[src/rtl/zynq_axil_fifo_shell_pkg.sv]
// Shared offsets, response codes and FSM/decode enums for the AXI-Lite FIFO shell.
// Optional SLVERR reporting is selected with ZYNQ_AXIL_FIFO_SHELL_SLVERR_EN in the top.
package zynq_axil_fifo_shell_pkg;

  localparam int unsigned CSR_BASE_OFF    = 32'h000;
  localparam int unsigned PS2PL_DATA_OFF  = 32'h100;
  localparam int unsigned PS2PL_FREE_OFF  = 32'h104;
  localparam int unsigned PL2PS_DATA_OFF  = 32'h108;
  localparam int unsigned PL2PS_COUNT_OFF = 32'h10C;

  localparam logic [1:0] RESP_OKAY   = 2'b00;
  localparam logic [1:0] RESP_SLVERR = 2'b10;

  typedef enum logic {W_ADDR_DATA, W_RESP} w_state_e;
  typedef enum logic {R_ADDR, R_DATA} r_state_e;

  typedef enum logic [2:0] {
    DEC_CSR,
    DEC_PS2PL_DATA,
    DEC_PS2PL_FREE,
    DEC_PL2PS_DATA,
    DEC_PL2PS_COUNT,
    DEC_NONE
  } addr_dec_e;

endpackage

[src/rtl/zynq_axil_fifo_shell_fifo.sv]
// Circular FIFO with occupancy count and a registered head word.
// Push while full is accepted only when a pop happens in the same cycle.
module zynq_axil_fifo_shell_fifo #(
  parameter int unsigned els_p   = 8,
  parameter int unsigned width_p = 32
) (
  input  logic                    aclk,
  input  logic                    aresetn,
  input  logic                    push,
  input  logic                    pop,
  input  logic [width_p-1:0]      wdata,
  output logic [width_p-1:0]      head,
  output logic [$clog2(els_p):0]  count,
  output logic                    full,
  output logic                    empty
);

  localparam int unsigned PTR_W = $clog2(els_p);
  localparam int unsigned CNT_W = PTR_W + 1;

  logic [width_p-1:0] mem [els_p];
  logic [PTR_W-1:0]   rd_ptr, wr_ptr, rd_ptr_n;
  logic [CNT_W-1:0]   count_n;
  logic               do_push, do_pop;

  always_comb begin
    do_pop   = pop & ~empty;
    do_push  = push & (~full | do_pop);
    rd_ptr_n = rd_ptr + PTR_W'(do_pop);
    count_n  = count + CNT_W'(do_push) - CNT_W'(do_pop);
  end

  always_ff @(posedge aclk) begin
    if (do_push) mem[wr_ptr] <= wdata;
  end

  // Head tracks the entry at the post-update read pointer, bypassing a same-cycle write.
  always_ff @(posedge aclk or negedge aresetn) begin
    if (!aresetn) begin
      rd_ptr <= '0;
      wr_ptr <= '0;
      count  <= '0;
      full   <= 1'b0;
      empty  <= 1'b1;
      head   <= '0;
    end else begin
      if (do_push) wr_ptr <= wr_ptr + PTR_W'(1);
      rd_ptr <= rd_ptr_n;
      count  <= count_n;
      full   <= (count_n == CNT_W'(els_p));
      empty  <= (count_n == '0);
      if (do_push || do_pop)
        head <= (do_push && (wr_ptr == rd_ptr_n)) ? wdata : mem[rd_ptr_n];
    end
  end

endmodule

[src/rtl/zynq_axil_fifo_shell.sv]
// AXI4-Lite slave exposing R/W CSRs plus PS->PL and PL->PS FIFOs with status words.
// Define ZYNQ_AXIL_FIFO_SHELL_SLVERR_EN to report SLVERR on unmapped/illegal accesses.
module zynq_axil_fifo_shell
  import zynq_axil_fifo_shell_pkg::*;
#(
  parameter int unsigned addr_width_p = 10,
  parameter int unsigned data_width_p = 32,
  parameter int unsigned num_csr_p    = 4,
  parameter int unsigned fifo_els_p   = 8
) (
  input  logic                              aclk,
  input  logic                              aresetn,
  input  logic [addr_width_p-1:0]           s_axil_awaddr,
  input  logic [2:0]                        s_axil_awprot,
  input  logic                              s_axil_awvalid,
  output logic                              s_axil_awready,
  input  logic [data_width_p-1:0]           s_axil_wdata,
  input  logic [3:0]                        s_axil_wstrb,
  input  logic                              s_axil_wvalid,
  output logic                              s_axil_wready,
  output logic [1:0]                        s_axil_bresp,
  output logic                              s_axil_bvalid,
  input  logic                              s_axil_bready,
  input  logic [addr_width_p-1:0]           s_axil_araddr,
  input  logic [2:0]                        s_axil_arprot,
  input  logic                              s_axil_arvalid,
  output logic                              s_axil_arready,
  output logic [data_width_p-1:0]           s_axil_rdata,
  output logic [1:0]                        s_axil_rresp,
  output logic                              s_axil_rvalid,
  input  logic                              s_axil_rready,
  output logic [num_csr_p*data_width_p-1:0] csr_o,
  output logic [data_width_p-1:0]           ps2pl_data_o,
  output logic                              ps2pl_v_o,
  input  logic                              ps2pl_yumi_i,
  input  logic [data_width_p-1:0]           pl2ps_data_i,
  input  logic                              pl2ps_v_i,
  output logic                              ready_and_o
);

`ifdef ZYNQ_AXIL_FIFO_SHELL_SLVERR_EN
  localparam bit SLVERR_EN = 1'b1;
`else
  localparam bit SLVERR_EN = 1'b0;
`endif

  localparam int unsigned WORD_W = addr_width_p - 2;
  localparam int unsigned CNT_W  = $clog2(fifo_els_p) + 1;
  localparam int unsigned CSR_IW = (num_csr_p > 1) ? $clog2(num_csr_p) : 1;

  function automatic addr_dec_e decode(input logic [WORD_W-1:0] w);
    if (32'(w) - (CSR_BASE_OFF >> 2) < num_csr_p) return DEC_CSR;
    if (w == WORD_W'(PS2PL_DATA_OFF >> 2))  return DEC_PS2PL_DATA;
    if (w == WORD_W'(PS2PL_FREE_OFF >> 2))  return DEC_PS2PL_FREE;
    if (w == WORD_W'(PL2PS_DATA_OFF >> 2))  return DEC_PL2PS_DATA;
    if (w == WORD_W'(PL2PS_COUNT_OFF >> 2)) return DEC_PL2PS_COUNT;
    return DEC_NONE;
  endfunction

  function automatic logic [CSR_IW-1:0] csr_idx(input logic [WORD_W-1:0] w);
    return CSR_IW'(32'(w) - (CSR_BASE_OFF >> 2));
  endfunction

  w_state_e                         w_state;
  r_state_e                         r_state;
  logic                             aw_held, w_held;
  logic [WORD_W-1:0]                awword_q;
  logic [data_width_p-1:0]          wdata_q;
  logic [3:0]                       wstrb_q;
  logic [num_csr_p-1:0][data_width_p-1:0] csr_q;

  logic                             aw_hs_c, w_hs_c, aw_have_c, w_have_c, commit_c;
  logic [WORD_W-1:0]                wword_c, rword_c;
  logic [data_width_p-1:0]          wdata_c, rdata_c;
  logic [3:0]                       wstrb_c;
  addr_dec_e                        wdec_c, rdec_c;
  logic                             werr_c, rerr_c, ps2pl_push_c, ar_hs_c, pl2ps_pop_c;

  logic [CNT_W-1:0]                 ps2pl_count, pl2ps_count;
  logic                             ps2pl_full, ps2pl_empty, pl2ps_full, pl2ps_empty;
  logic [data_width_p-1:0]          pl2ps_head;
  logic                             unused_c;

  assign unused_c = ^{s_axil_awprot, s_axil_arprot, s_axil_awaddr[1:0], s_axil_araddr[1:0]};

  // Write channel merge: a channel already held uses its latch, otherwise the live bus.
  always_comb begin
    aw_hs_c      = s_axil_awvalid & s_axil_awready;
    w_hs_c       = s_axil_wvalid & s_axil_wready;
    aw_have_c    = aw_held | aw_hs_c;
    w_have_c     = w_held | w_hs_c;
    wword_c      = aw_held ? awword_q : s_axil_awaddr[addr_width_p-1:2];
    wdata_c      = w_held ? wdata_q : s_axil_wdata;
    wstrb_c      = w_held ? wstrb_q : s_axil_wstrb;
    commit_c     = (w_state == W_ADDR_DATA) & aw_have_c & w_have_c;
    wdec_c       = decode(wword_c);
    ps2pl_push_c = commit_c & (wdec_c == DEC_PS2PL_DATA);
    werr_c       = (wdec_c == DEC_NONE) | (wdec_c == DEC_PS2PL_FREE) |
                   (wdec_c == DEC_PL2PS_COUNT) |
                   ((wdec_c == DEC_PS2PL_DATA) & ps2pl_full & ~ps2pl_yumi_i);
  end

  always_ff @(posedge aclk or negedge aresetn) begin
    if (!aresetn) begin
      w_state        <= W_ADDR_DATA;
      s_axil_awready <= 1'b0;
      s_axil_wready  <= 1'b0;
      s_axil_bvalid  <= 1'b0;
      s_axil_bresp   <= RESP_OKAY;
      aw_held        <= 1'b0;
      w_held         <= 1'b0;
      awword_q       <= '0;
      wdata_q        <= '0;
      wstrb_q        <= '0;
    end else begin
      case (w_state)
        W_ADDR_DATA: begin
          if (aw_hs_c) begin
            aw_held  <= 1'b1;
            awword_q <= s_axil_awaddr[addr_width_p-1:2];
          end
          if (w_hs_c) begin
            w_held  <= 1'b1;
            wdata_q <= s_axil_wdata;
            wstrb_q <= s_axil_wstrb;
          end
          if (commit_c) begin
            w_state        <= W_RESP;
            s_axil_bvalid  <= 1'b1;
            s_axil_bresp   <= (SLVERR_EN && werr_c) ? RESP_SLVERR : RESP_OKAY;
            s_axil_awready <= 1'b0;
            s_axil_wready  <= 1'b0;
          end else begin
            s_axil_awready <= ~aw_have_c;
            s_axil_wready  <= ~w_have_c;
          end
        end
        W_RESP: begin
          if (s_axil_bready) begin
            w_state        <= W_ADDR_DATA;
            s_axil_bvalid  <= 1'b0;
            aw_held        <= 1'b0;
            w_held         <= 1'b0;
            s_axil_awready <= 1'b1;
            s_axil_wready  <= 1'b1;
          end
        end
        default: w_state <= W_ADDR_DATA;
      endcase
    end
  end

  always_ff @(posedge aclk or negedge aresetn) begin
    if (!aresetn) begin
      csr_q <= '0;
    end else if (commit_c && (wdec_c == DEC_CSR)) begin
      for (int b = 0; b < 4; b++)
        if (wstrb_c[b]) csr_q[csr_idx(wword_c)][8*b +: 8] <= wdata_c[8*b +: 8];
    end
  end

  assign csr_o = csr_q;

  // Read decode samples pre-commit CSR values, so a colliding write is not visible yet.
  always_comb begin
    rword_c     = s_axil_araddr[addr_width_p-1:2];
    rdec_c      = decode(rword_c);
    ar_hs_c     = s_axil_arvalid & s_axil_arready;
    pl2ps_pop_c = ar_hs_c & (rdec_c == DEC_PL2PS_DATA);
    rdata_c     = '0;
    rerr_c      = 1'b0;
    case (rdec_c)
      DEC_CSR:         rdata_c = csr_q[csr_idx(rword_c)];
      DEC_PS2PL_FREE:  rdata_c = data_width_p'(fifo_els_p) - data_width_p'(ps2pl_count);
      DEC_PL2PS_COUNT: rdata_c = data_width_p'(pl2ps_count);
      DEC_PL2PS_DATA: begin
        if (pl2ps_empty) rerr_c  = 1'b1;
        else             rdata_c = pl2ps_head;
      end
      DEC_NONE:        rerr_c = 1'b1;
      default:         rdata_c = '0;
    endcase
  end

  always_ff @(posedge aclk or negedge aresetn) begin
    if (!aresetn) begin
      r_state        <= R_ADDR;
      s_axil_arready <= 1'b0;
      s_axil_rvalid  <= 1'b0;
      s_axil_rdata   <= '0;
      s_axil_rresp   <= RESP_OKAY;
    end else begin
      case (r_state)
        R_ADDR: begin
          s_axil_arready <= 1'b1;
          if (ar_hs_c) begin
            r_state        <= R_DATA;
            s_axil_arready <= 1'b0;
            s_axil_rvalid  <= 1'b1;
            s_axil_rdata   <= rdata_c;
            s_axil_rresp   <= (SLVERR_EN && rerr_c) ? RESP_SLVERR : RESP_OKAY;
          end
        end
        R_DATA: begin
          if (s_axil_rready) begin
            r_state        <= R_ADDR;
            s_axil_rvalid  <= 1'b0;
            s_axil_arready <= 1'b1;
          end
        end
        default: r_state <= R_ADDR;
      endcase
    end
  end

  zynq_axil_fifo_shell_fifo #(.els_p(fifo_els_p), .width_p(data_width_p)) u_ps2pl (
    .aclk    (aclk),
    .aresetn (aresetn),
    .push    (ps2pl_push_c),
    .pop     (ps2pl_yumi_i),
    .wdata   (wdata_c),
    .head    (ps2pl_data_o),
    .count   (ps2pl_count),
    .full    (ps2pl_full),
    .empty   (ps2pl_empty)
  );

  zynq_axil_fifo_shell_fifo #(.els_p(fifo_els_p), .width_p(data_width_p)) u_pl2ps (
    .aclk    (aclk),
    .aresetn (aresetn),
    .push    (pl2ps_v_i),
    .pop     (pl2ps_pop_c),
    .wdata   (pl2ps_data_i),
    .head    (pl2ps_head),
    .count   (pl2ps_count),
    .full    (pl2ps_full),
    .empty   (pl2ps_empty)
  );

  assign ps2pl_v_o   = ~ps2pl_empty;
  assign ready_and_o = ~pl2ps_full;

endmodule

[config.mk]
export PLATFORM = sky130hd
export DESIGN_NAME = zynq_axil_fifo_shell
export DESIGN_NICKNAME = d
export VERILOG_FILES = /design/src/rtl/zynq_axil_fifo_shell_pkg.sv /design/src/rtl/zynq_axil_fifo_shell_fifo.sv /design/src/rtl/zynq_axil_fifo_shell.sv
export SDC_FILE = /design/constraint.sdc
export NUM_CORES = 1
export LEC_CHECK = 0
export ABC_AREA = 1
export CORE_MARGIN = 3
export CORE_UTILIZATION = 50
export DETAILED_ROUTE_END_ITERATION = 10
export PLACE_DENSITY = 0.71
export RECOVER_POWER = 25
export SETUP_SLACK_MARGIN = 0.5
export SLEW_MARGIN = 20
export SYNTH_ARGS = -nofsm -noshare
export SYNTH_HDL_FRONTEND = slang
export SYNTH_SLANG_ARGS = --single-unit
[constraint.sdc]
create_clock -name aclk -period 5 [get_ports aclk]
set_input_delay 0.5 -clock aclk [delete_from_list [all_inputs] [get_ports aclk]]
set_output_delay 0.5 -clock aclk [all_outputs]
set_load 0.01 [all_outputs]
==> results of run 1 <==
-- final cells by class --
class                           instances  area (µm²)
Clock inverter                         43         414
Timing Repair Buffer                  368        3590
Sequential cell                       813       22900
Tap cell                              931        1160
Inverter                              243         921
Clock buffer                          115        2360
Fill cell                            5575       27300
Antenna cell                            4        10.0
Multi-Input combinational cell       2184       10600
-- per-layer routing --
layer / share of wire (%) / wire length (µm) / vias to the layer above
li1: - / - / 12200
met1: 39 / 39500 / 12600
met2: 47 / 47800 / 1150
met3: 11 / 10800 / 190
met4: 3.8 / 3870 / 4
met5: 0.026 / 27 / -
-- placed cells by master (no fill, tap or decap), drive strengths merged, types with 5 or more instances in the layout --
cell,synthesis,final
nor3,15,15
bufinv,0,5
xnor2,6,6
dlygate4sd3,0,33
or2,34,34
clkinv,2,38
o22ai,40,40
clkbuf,127,118
ha,17,17
inv,241,241
nand4,67,67
clkdlybuf4s50,0,256
edfxtp,512,512
nor2,315,315
mux2i,8,8
a21oi,107,107
o211ai,42,42
dfrtp,299,299
o221ai,10,10
nand2,854,854
buf,77,76
xor2,6,6
nand3,383,383
o21ai,266,266
-- cells in the mapped netlist (4+ instances only) --
cell / instances
o221ai_1: 10
a21oi_1: 50
buf_6: 15
or2_1: 4
nand3_1: 369
a21oi_2: 57
inv_2: 6
nor2_2: 6
inv_1: 233
buf_2: 31
ha_1: 17
or2_2: 30
o21ai_1: 34
xor2_1: 6
clkbuf_1: 127
nand2_2: 9
nand4_1: 67
buf_4: 9
xnor2_1: 6
edfxtp_1: 512
o211ai_1: 42
o22ai_1: 40
o21ai_0: 229
nor3_1: 12
mux2i_1: 8
nand3_4: 12
nor2_1: 308
buf_1: 21
dfrtp_1: 299
nand2_1: 845
-- worst max-delay path, cell delays in order, from the launching register on --
cell and delay [ns]:
dfrtp_1 1.00, clkinvlp_2 0.30, nand2_1 0.15, nand3_1 0.22, nor2_2 0.22, nand2_2 0.12
inv_1 0.14, nand2_1 0.17, nor3_2 0.79, buf_12 0.29
-- through the flow --
stage | std cells | area [µm²]
final | 4701 | 42000
after floorplan | 3444 | 35300
after detailed placement | 4537 | 39200
after global routing | 4697 | 42000
after global placement | 4537 | 39200
after CTS | 4696 | 42000
-- logic make-up after synthesis --
kind of cell	synth area share [%]
DFF	64.9
muxes	0.291
adders and majority gates	0.716
xor gates and xnor gates	0.298
and+or+nand+nor	20.6
AOI/OAI and AO/OA	7.84
buffers and inverters	5.35
other	0.0106
-- sequential cells by signal, indices dropped and copies added, names as in the netlist, 3 cells and up --
signal,count
u_ps2pl.rd_ptr,3
s_axil_rdata,32
u_pl2ps.rd_ptr,3
u_pl2ps.mem,256
u_ps2pl.head,32
awword_q,8
wdata_q,32
u_pl2ps.wr_ptr,3
csr_o,128
u_ps2pl.wr_ptr,3
u_pl2ps.count,4
u_ps2pl.count,4
u_ps2pl.mem,256
wstrb_q,4
u_pl2ps.head,32
-- power by group --
group	internal [mW]	switching (mW)	leakage (nW)	total, mW
registers	8.54	0.677	8.10	9.22
logic	2.44	4.98	7.99	7.42
clock network	3.61	2.66	1.37	6.26
-- worst paths after layout --
path,endpoint,slack (ns),depth (start not counted)
setup / recovery,u_ps2pl.mem[3][24]$_DFFE_PP_,1.24,9
hold / removal,s_axil_rvalid$_DFFE_PN0P_,0.44,2
setup reg to reg,u_ps2pl.mem[3][24]$_DFFE_PP_,1.24,9
hold reg to reg,s_axil_rdata[8]$_DFFE_PN0P_,0.48,2
max in group asynchronous,csr_o[55]$_DFFE_PN0P_,1.46,3
min in group asynchronous,u_ps2pl.head[26]$_DFFE_PN0P_,1.49,2
==> qor.yml, run 1 <==
outcome: "finished with violations"
violations: "capacitance limit, slew limit"
busiest_layer: "met2"
finalCriticalPeriod_ns: 3.76
use_met3_pct: 8.11
finish.utilization_pct: 60.6
ys.flop_type: "edfxtp_1"
ios: 306
synth.distinct_cells: 48
syn_area_mm2: 0.0353
finClkSkew_ns: 0.0308
final_antenna_net_count: 0
dp_hpwl_mm: 64.1
ctsHoldBuffers: 1
numCtsBuffers: 84
first_pass_iters: 6
grt_use_met1_pct: 35.8
rsz0062_at_grt: "false"
cts_root_buf: "clkbuf_16"
cts.sinks: 813
drive_gt1_share_pct: 10.0
min_path_type: "in2reg"
h-tree-depth: 3
grt_usage_pct: 27.4
start_util_pct: 50.9
worstPathArrival_ns: 4.07
drcViolationCount: 0
synth_top_area_share_pct: 43.6
nets: 3816
timing.rr.start: "w_held$_DFFE_PN0P_"
insertion_delay_ns: 0.65
power_density_mw_per_mm2: 545
hold_viol_final: 0
drtIter0Drc: 2626
hold_path_startpoint: "s_axil_rready"
finalSetupTns_ns: 0
finalCritPeriodShare_pct: 75.1
gp_congestion: 0.847
grt-ovfl-total: 0
crit_path_start_kind: "register"
ys_seq_area_share_pct: 64.9
max_cap_violations: 5
synthArstFlopShare_pct: 37.0
grt_pass1_wl_mm: 154
synth_seq_cells: 813
ys_top_cells_by_area: "edfxtp_1, dfrtp_1, nand2_1, nand3_1, nor2_1"
area_growth_pct: 19.1
netlist_instances: 3441
via_per_inst: 5.56
cts_resized: 0
critical_path_peak_fanout: 25
cp-startpoint: "w_held$_DFFE_PN0P_"
cts.clk_slew.worst_paths_ns: 0.06
vias: 26100
leakagePower_nw: 17.5
rows: 96
worstSetupPathType: "reg2reg"
postCtsSetupBuffers: 0
ys_warn_count: 0
yosys.area.top_type: "edfxtp_1"
cts_tree: "built"
whs_ns: 0.438
postSynthAreaPerCell_um2: 10.3
max_freq_mhz: 266
synth_edf_count: 512
finalSetupViolCount: 0
tightest_slew_ns: 3.22
finalWirelength_mm: 102
finalPower_mw: 22.9
clockBufferDepth: 3
grt_pass1_vias: 25300
post-place-ws_ns: 0.880
die_x_um: 272
relSlewSlack_pct: -115
use_met2_pct: 43.5
drt-wirelength-per-cell_um: 21.7
drv_slew: 190
dieArea_mm2: 0.0738
cp.required_ns: 5.31
die_y_um: 272
portBuffers: 291
fp.coreArea_mm2: 0.0693
antenna_found_initial: 8
end_kind: "register"
grt_max_degree: 148
post-route-worst-setup-slack_ns: 1.24
ir_drop_mv: 0.449
Power figures use the tool's default switching activity.
==> run 2: changes to the inputs <==
PLACE_DENSITY = 0.73   (was 0.71)
clock period = 3.25 ns   (was 5 ns; I/O delays follow)
==> run 2 against run 1 <==
Effect of this change: the run now ends clean; hold slack got worse by 0.17 ns; first-iteration DRC count is 4.4% higher; fmax grew 37%; largest cell class unchanged.
==> qor.yml, run 2 (synthesized netlist as in run 1, its figures left out) <==
grt_pass1_vias: 25700  # +1.7%
dp.cells: 4583  # +1.0%
finalSetupTns_ns: 0  # unchanged
h-tree-depth: 3  # unchanged
critical_path_peak_fanout: 8  # -68%
insertion_delay_ns: 0.63  # -0.02 ns
r2r_slack_ns: 0.51  # -0.74 ns
finalCriticalPeriod_ns: 2.74  # -1.01 ns
area_growth_pct: 21.2
hold_viol_final: 0  # unchanged
timing.rr.end: "u_ps2pl.full$_DFF_PN0_"
grt-ovfl-total: 0  # unchanged
ios: 306  # unchanged
timing.rr.start: "aw_held$_DFFE_PN0P_"
final_antenna_net_count: 0  # unchanged
relSlewSlack_pct: 1.11  # +120 points
final_cell_mix: "nand2_1, edfxtp_1, nand3_1"
worstSetupPathType: "reg2reg"
die_x_um: 272  # unchanged
leakagePower_nw: 17.8  # +1.9%
gp_congestion: 0.896  # +5.8%
cts_root_buf: "clkbuf_16"
cts_tree: "built"
nets: 3862  # +1.2%
worstRegToRegCells: 12  # +3
drv_slew: 0  # -100%
worst_path_dominant_cell_family: "simple AND/OR/NAND/NOR gates"
drcViolationCount: 0  # unchanged
finalPower_mw: 35.7  # +56%
slowest_stage: "dfrtp_1"
fp.coreArea_mm2: 0.0693  # unchanged
slowest_delay_ns: 0.60  # -0.40 ns
tightest_slew_ns: 1.48  # -1.73 ns
end_kind: "register"
crit_path_start_kind: "register"
cp.required_ns: 3.81  # -1.50 ns
rows: 96  # unchanged
finalWirelength_mm: 102  # about the same
dp_hpwl_mm: 66.2  # +3.3%
worstPathArrival_ns: 3.31  # -0.76 ns
rsz0062_at_grt: "true"
grt_max_degree: 89  # -40%
grt_pass1_wl_mm: 155  # +0.40%
antenna_found_initial: 5  # -3
portBuffers: 291  # unchanged
drive_gt1_share_pct: 11.4  # +1.4 points
whs_endpoint: "s_axil_rvalid$_DFFE_PN0P_"
first_pass_iters: 6  # unchanged
die_y_um: 272  # unchanged
grt_usage_pct: 27.5  # +0.098 points
ir_drop_mv: 0.664  # +48%
cts.sinks: 813  # unchanged
worst-path-stages: 12  # +3
finClkSkew_ns: 0.0277  # -0.00310 ns
start_util_pct: 50.9  # unchanged
path_buf_inv: 4  # +1
crit_chain: "inv_6, nand2_2, nand3_1, nor2_4, nand2_4, inv_4, ha_2, inv_1, fa_2, inv_1, or3_1, nor2_1"
power_density_mw_per_mm2: 835  # +53%
dieArea_mm2: 0.0738  # unchanged
via_per_inst: 5.57  # +0.12%
outcome: "complete, no violations"
drtIter0Drc: 2742  # +4.4%
whs_path_depth: 2  # unchanged
min_path_type: "in2reg"
hold_path_startpoint: "s_axil_rready"
vias: 26400  # +1.0%
finalSetupViolCount: 0  # unchanged
max_cap_violations: 0  # -5
clockBufferDepth: 3  # unchanged
crit_path_frequent_cell: "inv_1"
cts.clk_slew.worst_paths_ns: 0.06  # about the same
finalCritPeriodShare_pct: 84.4  # +9.3 points
numCtsBuffers: 83  # -1.2%
max_freq_mhz: 365  # +37%
stdcell_count: 4743  # +0.89%
final_common_cell: "nand2_1"
drt-wirelength-per-cell_um: 21.5  # -0.84%
-- run 2: changes by cell type in the layout (fill, tap and decap cells not counted), sizes merged --
cell	previous run	this run
inv	241	246
buf	76	122
diode	4	1
clkinvlp	2	7
bufinv	5	7
clkinv	38	22
clkbuf	118	121
-- run 2: layer usage --
metal	up-vias	GRT usage, %	share of wire, %
li1	12300	-	-
met1	12600	35.6	38
met2	1259	44.5	48
met3	226	7.02	10
met4	2	11.2	4.0
met5	-	0	0.0069
-- run 2: worst max path at each step --
stage,end,slack (ns),start
final,u_ps2pl.full$_DFF_PN0_,0.51,aw_held$_DFFE_PN0P_
after global routing,u_ps2pl.empty$_DFF_PN1_,0.33,aw_held$_DFFE_PN0P_
after CTS,u_ps2pl.head[20]$_DFFE_PN0P_,0.53,u_ps2pl.empty$_DFF_PN1_
after detailed placement,u_pl2ps.full$_DFF_PN0_,0.12,s_axil_araddr[8]
after global placement,u_pl2ps.empty$_DFF_PN1_,0.18,s_axil_araddr[8]
after floorplan,u_pl2ps.mem[0][0]$_DFFE_PP_,0.17,s_axil_araddr[7]
-- run 2: what timing repair did --
action,CTS,global route
pin swaps,0,8
hold buffers,1,0
gates resized for setup,1,31
endpoints found under the setup margin,2,33
gates cloned,0,1
setup buffers,0,1
endpoints found under the hold margin,81,0
-- run 2: metrics by stage --
| stage | util [%] | hold WS (ns) | instance area (µm²) | worst slack [ns] |
|---|---|---|---|---|
| after CTS | 61.5 | 0.249 | 42600 | 0.534 |
| after global routing | 61.7 | 0.266 | 42800 | 0.334 |
| final | 61.7 | 0.272 | 42800 | 0.507 |
| after floorplan | - | 0.0294 | 35400 | 0.172 |
| after global placement | 57.5 | 0.401 | 39900 | 0.175 |
| after detailed placement | 57.5 | 0.397 | 39900 | 0.121 |
-- run 2: layout make-up --
type / instances / area, µm²
fill: 5417 / 26500
antenna: 1 / 2.50
inverter: 243 / 926
clock inverter: 39 / 427
sequential: 813 / 22900
tap: 931 / 1160
multi-input combinational: 2184 / 10800
clock buffer: 117 / 2320
timing repair buffer: 415 / 4270
-- run 2: power by group --
group          leakage (nW)  internal (mW)  switching, mW
Sequential             8.10           13.1           1.06
Clock                  1.32           5.57           3.98
Combinational          8.38           4.21           7.79
Total                  17.8           22.9           12.8
